--- config.mk ---
export PLATFORM = sky130hd
export DESIGN_NAME = ra_64x72_2r1w_ctl
export DESIGN_NICKNAME = d
export VERILOG_FILES = /design/src/rtl/ra_64x72_2r1w_ctl_pkg.sv /design/src/rtl/ra_64x72_2r1w_ctl_rd_pipe.sv /design/src/rtl/ra_64x72_2r1w_ctl.sv
export SDC_FILE = /design/constraint.sdc
export NUM_CORES = 1
export LEC_CHECK = 0
export CORE_ASPECT_RATIO = 1.2
export CORE_MARGIN = 5
export CORE_UTILIZATION = 24
export DETAILED_ROUTE_END_ITERATION = 8
export HOLD_SLACK_MARGIN = 0.03
export SLEW_MARGIN = 20
export SYNTH_ARGS = -nofsm -noshare
export SYNTH_HDL_FRONTEND = slang
export SYNTH_SLANG_ARGS = --single-unit
--- constraint.sdc ---
create_clock -name clk -period 3.1 [get_ports clk]
set_clock_uncertainty 0.15 [all_clocks]
set_input_delay 0.465 -clock clk [delete_from_list [all_inputs] [get_ports clk]]
set_output_delay 0.465 -clock clk [all_outputs]
set_load 0.05 [all_outputs]
--- src/rtl/ra_64x72_2r1w_ctl_pkg.sv ---
// Shared sizes, FSM encoding and byte-parity helpers for the 64x72 2R1W array controller.
// Parity helpers are used only when RA_PARITY_EN is defined.
package ra_64x72_2r1w_ctl_pkg;

  localparam int ADR_W  = 6;
  localparam int DAT_W  = 72;
  localparam int DEPTH  = 64;
  localparam int RD_LAT = 2;

  localparam logic [0:0] ST_INIT = 1'b0;
  localparam logic [0:0] ST_RUN  = 1'b1;

  // Even parity per byte: bit k is the XOR of payload byte k.
  function automatic logic [7:0] byte_par(input logic [63:0] d);
    logic [7:0] p;
    p = 8'h00;
    for (int k = 0; k < 8; k++) begin
      p[k] = ^d[8*k +: 8];
    end
    return p;
  endfunction

  function automatic logic [DAT_W-1:0] gen_par_word(input logic [DAT_W-1:0] w);
    return {byte_par(w[63:0]), w[63:0]};
  endfunction

  function automatic logic par_err(input logic [DAT_W-1:0] w);
    return |(w[71:64] ^ byte_par(w[63:0]));
  endfunction

endpackage

--- src/rtl/ra_64x72_2r1w_ctl_rd_pipe.sv ---
// Per-read-port response pipe: 2-stage valid/bypass tracking, data select and parity check.
// Parity check is present only when RA_PARITY_EN is defined.
module ra_ctl_rd_pipe
  import ra_64x72_2r1w_ctl_pkg::*;
(
  input  logic             clk,
  input  logic             reset,
  input  logic             acc,
  input  logic             byp,
  input  logic [DAT_W-1:0] byp_dat,
  input  logic [DAT_W-1:0] ra_rd_dat,
  output logic             rsp_vld,
  output logic [DAT_W-1:0] rsp_dat,
  output logic             rsp_perr
);

  logic             vld1_r, byp1_r, vld2_r, byp2_r;
  logic [DAT_W-1:0] dat1_r, dat2_r;

  // Carry request valid and any forwarded write word alongside the array access.
  always_ff @(posedge clk or negedge reset) begin
    if (!reset) begin
      vld1_r <= 1'b0;
      byp1_r <= 1'b0;
      dat1_r <= {DAT_W{1'b0}};
      vld2_r <= 1'b0;
      byp2_r <= 1'b0;
      dat2_r <= {DAT_W{1'b0}};
    end else begin
      vld1_r <= acc;
      byp1_r <= acc & byp;
      dat1_r <= (acc & byp) ? byp_dat : {DAT_W{1'b0}};
      vld2_r <= vld1_r;
      byp2_r <= byp1_r;
      dat2_r <= dat1_r;
    end
  end

  // Array read data lands in the response cycle itself, so the select is combinational.
  always_comb begin
    rsp_dat = {DAT_W{1'b0}};
    if (!vld2_r) begin
      rsp_dat = {DAT_W{1'b0}};
    end else if (byp2_r) begin
      rsp_dat = dat2_r;
    end else begin
      rsp_dat = ra_rd_dat;
    end
  end

  assign rsp_vld = vld2_r;

`ifdef RA_PARITY_EN
  assign rsp_perr = vld2_r & par_err(rsp_dat);
`else
  assign rsp_perr = 1'b0;
`endif

endmodule

--- src/rtl/ra_64x72_2r1w_ctl.sv ---
// Request-side controller for the 64x72 2R1W register-file array: init sequencing,
// request acceptance, strobe generation and same-cycle write->read forwarding. Option: RA_PARITY_EN.
module ra_64x72_2r1w_ctl
  import ra_64x72_2r1w_ctl_pkg::*;
#(
  parameter logic [DAT_W-1:0] INIT_VAL = 72'h0,
  parameter bit               INIT_EN  = 1'b1
) (
  input  logic             clk,
  input  logic             reset,
  input  logic             rd_req_vld_0,
  input  logic [ADR_W-1:0] rd_req_adr_0,
  output logic             rd_req_rdy_0,
  output logic             rd_rsp_vld_0,
  output logic [DAT_W-1:0] rd_rsp_dat_0,
  output logic             rd_rsp_perr_0,
  input  logic             rd_req_vld_1,
  input  logic [ADR_W-1:0] rd_req_adr_1,
  output logic             rd_req_rdy_1,
  output logic             rd_rsp_vld_1,
  output logic [DAT_W-1:0] rd_rsp_dat_1,
  output logic             rd_rsp_perr_1,
  input  logic             wr_req_vld_0,
  input  logic [ADR_W-1:0] wr_req_adr_0,
  input  logic [DAT_W-1:0] wr_req_dat_0,
  output logic             wr_req_rdy_0,
  output logic             init_done,
  output logic             ra_strobe,
  output logic             ra_rd_enb_0,
  output logic [ADR_W-1:0] ra_rd_adr_0,
  input  logic [DAT_W-1:0] ra_rd_dat_0,
  output logic             ra_rd_enb_1,
  output logic [ADR_W-1:0] ra_rd_adr_1,
  input  logic [DAT_W-1:0] ra_rd_dat_1,
  output logic             ra_wr_enb_0,
  output logic [ADR_W-1:0] ra_wr_adr_0,
  output logic [DAT_W-1:0] ra_wr_dat_0
);

  localparam logic [0:0] ST_RESET = INIT_EN ? ST_INIT : ST_RUN;

  logic [0:0]       state_r, state_nxt_s;
  logic [ADR_W-1:0] init_adr_r;
  logic             run_r, strobe_r;
  logic             init_wr_s, rd_acc_0_s, rd_acc_1_s, wr_acc_s, byp_0_s, byp_1_s;
  logic [DAT_W-1:0] wr_word_s, init_word_s;

`ifdef RA_PARITY_EN
  assign wr_word_s   = gen_par_word(wr_req_dat_0);
  assign init_word_s = gen_par_word(INIT_VAL);
`else
  assign wr_word_s   = wr_req_dat_0;
  assign init_word_s = INIT_VAL;
`endif

  // The array must see no writes while reset is held, even though the FSM sits in INIT.
  assign init_wr_s  = (state_r == ST_INIT) && reset;
  assign rd_acc_0_s = rd_req_vld_0 & run_r;
  assign rd_acc_1_s = rd_req_vld_1 & run_r;
  assign wr_acc_s   = wr_req_vld_0 & run_r;
  assign byp_0_s    = rd_acc_0_s & wr_acc_s & (rd_req_adr_0 == wr_req_adr_0);
  assign byp_1_s    = rd_acc_1_s & wr_acc_s & (rd_req_adr_1 == wr_req_adr_0);

  // INIT walks all entries once, then RUN is permanent until reset.
  always_comb begin
    state_nxt_s = state_r;
    case (state_r)
      ST_INIT: begin
        if (init_adr_r == 6'd63) begin
          state_nxt_s = ST_RUN;
        end else begin
          state_nxt_s = ST_INIT;
        end
      end
      ST_RUN:  state_nxt_s = ST_RUN;
      default: state_nxt_s = ST_RESET;
    endcase
  end

  // FSM, init address counter, ready/done flag and array strobe.
  always_ff @(posedge clk or negedge reset) begin
    if (!reset) begin
      state_r    <= ST_RESET;
      init_adr_r <= {ADR_W{1'b0}};
      run_r      <= 1'b0;
      strobe_r   <= 1'b0;
    end else begin
      state_r    <= state_nxt_s;
      init_adr_r <= (state_r == ST_INIT) ? init_adr_r + 6'd1 : {ADR_W{1'b0}};
      run_r      <= (state_nxt_s == ST_RUN);
      strobe_r   <= ra_rd_enb_0 | ra_rd_enb_1 | ra_wr_enb_0;
    end
  end

  assign rd_req_rdy_0 = run_r;
  assign rd_req_rdy_1 = run_r;
  assign wr_req_rdy_0 = run_r;
  assign init_done    = run_r;
  assign ra_strobe    = strobe_r;

  assign ra_rd_enb_0 = rd_acc_0_s;
  assign ra_rd_adr_0 = rd_acc_0_s ? rd_req_adr_0 : {ADR_W{1'b0}};
  assign ra_rd_enb_1 = rd_acc_1_s;
  assign ra_rd_adr_1 = rd_acc_1_s ? rd_req_adr_1 : {ADR_W{1'b0}};

  // Write port is owned by the init sequencer until RUN.
  always_comb begin
    ra_wr_enb_0 = 1'b0;
    ra_wr_adr_0 = {ADR_W{1'b0}};
    ra_wr_dat_0 = {DAT_W{1'b0}};
    if (init_wr_s) begin
      ra_wr_enb_0 = 1'b1;
      ra_wr_adr_0 = init_adr_r;
      ra_wr_dat_0 = init_word_s;
    end else if (wr_acc_s) begin
      ra_wr_enb_0 = 1'b1;
      ra_wr_adr_0 = wr_req_adr_0;
      ra_wr_dat_0 = wr_word_s;
    end else begin
      ra_wr_enb_0 = 1'b0;
      ra_wr_adr_0 = {ADR_W{1'b0}};
      ra_wr_dat_0 = {DAT_W{1'b0}};
    end
  end

  ra_ctl_rd_pipe u_rd_pipe_0 (
    .clk       (clk),
    .reset     (reset),
    .acc       (rd_acc_0_s),
    .byp       (byp_0_s),
    .byp_dat   (ra_wr_dat_0),
    .ra_rd_dat (ra_rd_dat_0),
    .rsp_vld   (rd_rsp_vld_0),
    .rsp_dat   (rd_rsp_dat_0),
    .rsp_perr  (rd_rsp_perr_0)
  );

  ra_ctl_rd_pipe u_rd_pipe_1 (
    .clk       (clk),
    .reset     (reset),
    .acc       (rd_acc_1_s),
    .byp       (byp_1_s),
    .byp_dat   (ra_wr_dat_0),
    .ra_rd_dat (ra_rd_dat_1),
    .rsp_vld   (rd_rsp_vld_1),
    .rsp_dat   (rd_rsp_dat_1),
    .rsp_perr  (rd_rsp_perr_1)
  );

endmodule
==> flow_summary.toml <==
[run_status]
status = "finished clean"

[clock_tree]
cts-root-buf = "clkbuf_16"
cts.sinks = 304
worstSkewPairLatency_ps = 560
cts_made_buffers = 31
cts.clk_slew.worst_paths_ps = 60
clock_path_buffers = 3
cts_tree = "yes"
htreeDepth = 1

[finish]
fill_cells = 5360
fin_cells = 2224
drive_above_1_share = 0.279
layout.nets = 1726
final_util = 0.361
seq_area_um2 = 7620
multi_input_area_um2 = 4670
area_delta_synth_final_pct = 48.7

[routing]
vias_per_cell = 4.16
antenna_left = 0
wl_per_cell_um = 18.8
wirelength_um = 41800
drt_iter0_markers = 345
dr_total_vias = 9251
drc = 0
dr.pass1.iters = 4

[placement]
globalplace.congestion = 0.807
dpl.cell_count = 2164
dp_hpwl_um = 31600
portBuffers = 482

[global_routing]
grt_use_total = 0.134
grt_pass1_vias = 10200
grt_remaining_overflow = 0
antenna_found_initial = 5
grt_pass1_wl_um = 62300
grt_start_max_net_pins = 172

[floorplanning]
chipHeight_um = 265
initial_core_util = 0.242
die-area_um2 = 59100
row_count = 93
pin_count = 485
fp.coreArea_um2 = 53800
die_w_um = 223

[timing]
finalHoldViolCount = 0
period_needed_ps = 2950
slew_headroom = 0.338
finalCritPeriodShare = 0.953
max_freq_mhz = 338
setup-tns-final_ps = 0
rsz0062_at_grt = "false"
worst_slew_pin_slew_ps = 992
setup_viol = 0
whs_ps = 192
drv_slew = 0

[hold_path]
min_path_type = "flip-flop to flip-flop"

[synthesis]
synth_edf_count = 0
seq_area_frac_synth = 0.584
synth_common_cells = "dfrtp_1, nor2b_1, mux2i_1"
ys_ff_latch = 304
ys_types = 29
synth_area_leaders = "dfrtp_1, mux2i_1, nor3_2"
yosys_most_used_dff = "dfrtp_1"
async_flop_share = 1.00
synth_top_area_share = 0.584
yosys_warnings = 0
syn_inst = 1025
synth_area_per_cell_um2 = 12.7
synth_largest_area_cell = "dfrtp_1"
syn-cell-area_um2 = 13000
yosysMostFrequentCell = "dfrtp_1"

[power]
p_per_area_nw_per_um2 = 432
p_leak_nw = 9.04
vdd_drop_max_mv = 0.289

[run]
drv_cap = 0

[setup_path]
critPathMaxFanout = 17
worstSetupPathType = "flip-flop to output port"
critPathCaptureType = "output port"
arrival_ps = 2340
crit_path_start_kind = "flip-flop"
crit_required_ps = 2480
[layout by cell type, fill, tap and decap left out, types with 2 or more instances in the layout]
cell             instances
clkbuf_1                10
nand2_1                  2
nor2b_1                145
nor3_2                 138
dlygate4sd2_1           34
nand4_4                  2
clkbuf_8                 6
dlymetal6s2s_1           4
o21bai_1                 2
nand3_1                  2
xor2_1                   2
dfrtp_2                  2
bufinv_16                3
a22o_2                   6
mux2i_1                144
buf_4                  187
dfrtp_1                299
clkdlybuf4s50_1        254
nand4_1                  2
clkbuf_16               31
dfrtp_4                  3
nor2_1                   7
diode_2                  2
and3_1                  82
nor3_1                   6
clkinv_2                 5
and2_2                   2
xnor2_1                 13
inv_1                   72
buf_12                  28
conb_1                   2
and3_2                   2
[final timing paths]
path,slack (ps),end,from,cells past startpoint
min in group asynchronous,440,u_rd_pipe_0.dat1_r[1]$_DFF_PN0_,reset,3
max in group asynchronous,860,u_rd_pipe_1.dat2_r[30]$_DFF_PN0_,reset,4
worst min-delay path,190,u_rd_pipe_0.dat2_r[19]$_DFF_PN0_,u_rd_pipe_0.dat1_r[19]$_DFF_PN0_,0
worst max-delay path,150,rd_rsp_dat_0[14],u_rd_pipe_0.byp2_r$_DFF_PN0_,3
worst max register to register,1140,u_rd_pipe_1.dat1_r[47]$_DFF_PN0_,init_done$_DFF_PN0_,5
worst min register to register,190,u_rd_pipe_0.dat2_r[19]$_DFF_PN0_,u_rd_pipe_0.dat1_r[19]$_DFF_PN0_,0
[final cells by class]
| class | count | share of cell area |
|---|---|---|
| Inverter | 72 | 0.0139 |
| Timing Repair Buffer | 511 | 0.253 |
| Multi-Input combinational cell | 566 | 0.241 |
| Antenna cell | 2 | 0.000258 |
| Clock buffer | 47 | 0.0462 |
| Sequential cell | 304 | 0.393 |
| Clock inverter | 10 | 0.00678 |
| Tap cell | 712 | 0.0460 |
[cell families after synthesis]
kind of cell / count (synthesis) / synth area share
mux: 144 / 0.111
compound gates: 8 / 0.00576
flops: 304 / 0.584
simple gates: 396 / 0.230
other cells: 1 / 0.000288
fa+ha+maj: 1 / 0.000960
xor+xnor: 15 / 0.0101
buf+inv: 156 / 0.0585
[flip-flops by register name, indices dropped and copies added (netlist names)]
| register | count |
|---|---|
| u_rd_pipe_0.dat2_r | 72 |
| u_rd_pipe_0.rsp_vld | 1 |
| u_rd_pipe_1.byp2_r | 1 |
| u_rd_pipe_0.byp2_r | 1 |
| u_rd_pipe_1.dat2_r | 72 |
| u_rd_pipe_1.byp1_r | 1 |
| u_rd_pipe_1.vld1_r | 1 |
| u_rd_pipe_0.byp1_r | 1 |
| u_rd_pipe_0.vld1_r | 1 |
| u_rd_pipe_0.dat1_r | 72 |
| u_rd_pipe_1.rsp_vld | 1 |
| ra_strobe | 1 |
| u_rd_pipe_1.dat1_r | 72 |
| init_done | 1 |
| init_adr_r | 6 |
[metal layers]
layer	vias to the layer above	wire (um)	global-route usage
li1	4291	-	-
met1	4567	16300	0.158
met2	326	21700	0.246
met3	65	2620	0.0284
met4	2	1090	0.0381
met5	-	14	0
[where the power goes]
| part | total [mW] | switching [mW] | internal [mW] |
|---|---|---|---|
| Clock | 3.73 | 1.50 | 2.23 |
| Sequential | 3.97 | 0.000173 | 3.97 |
| Combinational | 0.678 | 0.332 | 0.346 |
| Total | 8.38 | 1.83 | 6.55 |
[through the flow]
| step | total power [mW] | cell area [um^2] | worst slack [ps] |
|---|---|---|---|
| final | 8.38 | 19400 | 145 |
| after floorplan | 4.23 | 13000 | 648 |
| after detailed placement | 4.73 | 18400 | 236 |
| after global placement | 4.72 | 18400 | 209 |
| after global routing | 8.70 | 19400 | 11.4 |
| after CTS | 8.50 | 19400 | 9.74 |
[repair_timing]
item	CTS	global route
hold endpoints to repair	232	0
setup endpoints to repair	41	4
gates resized for setup	36	4
setup buffers	0	0
hold buffers	1	0
[critical path, stage by stage (launching register included)]
cell,delay (ps)
dfrtp_4,630
mux2i_1,170
nor2b_1,130
clkdlybuf4s50_1,830
Note: power is estimated with default switching activity, not from simulation.
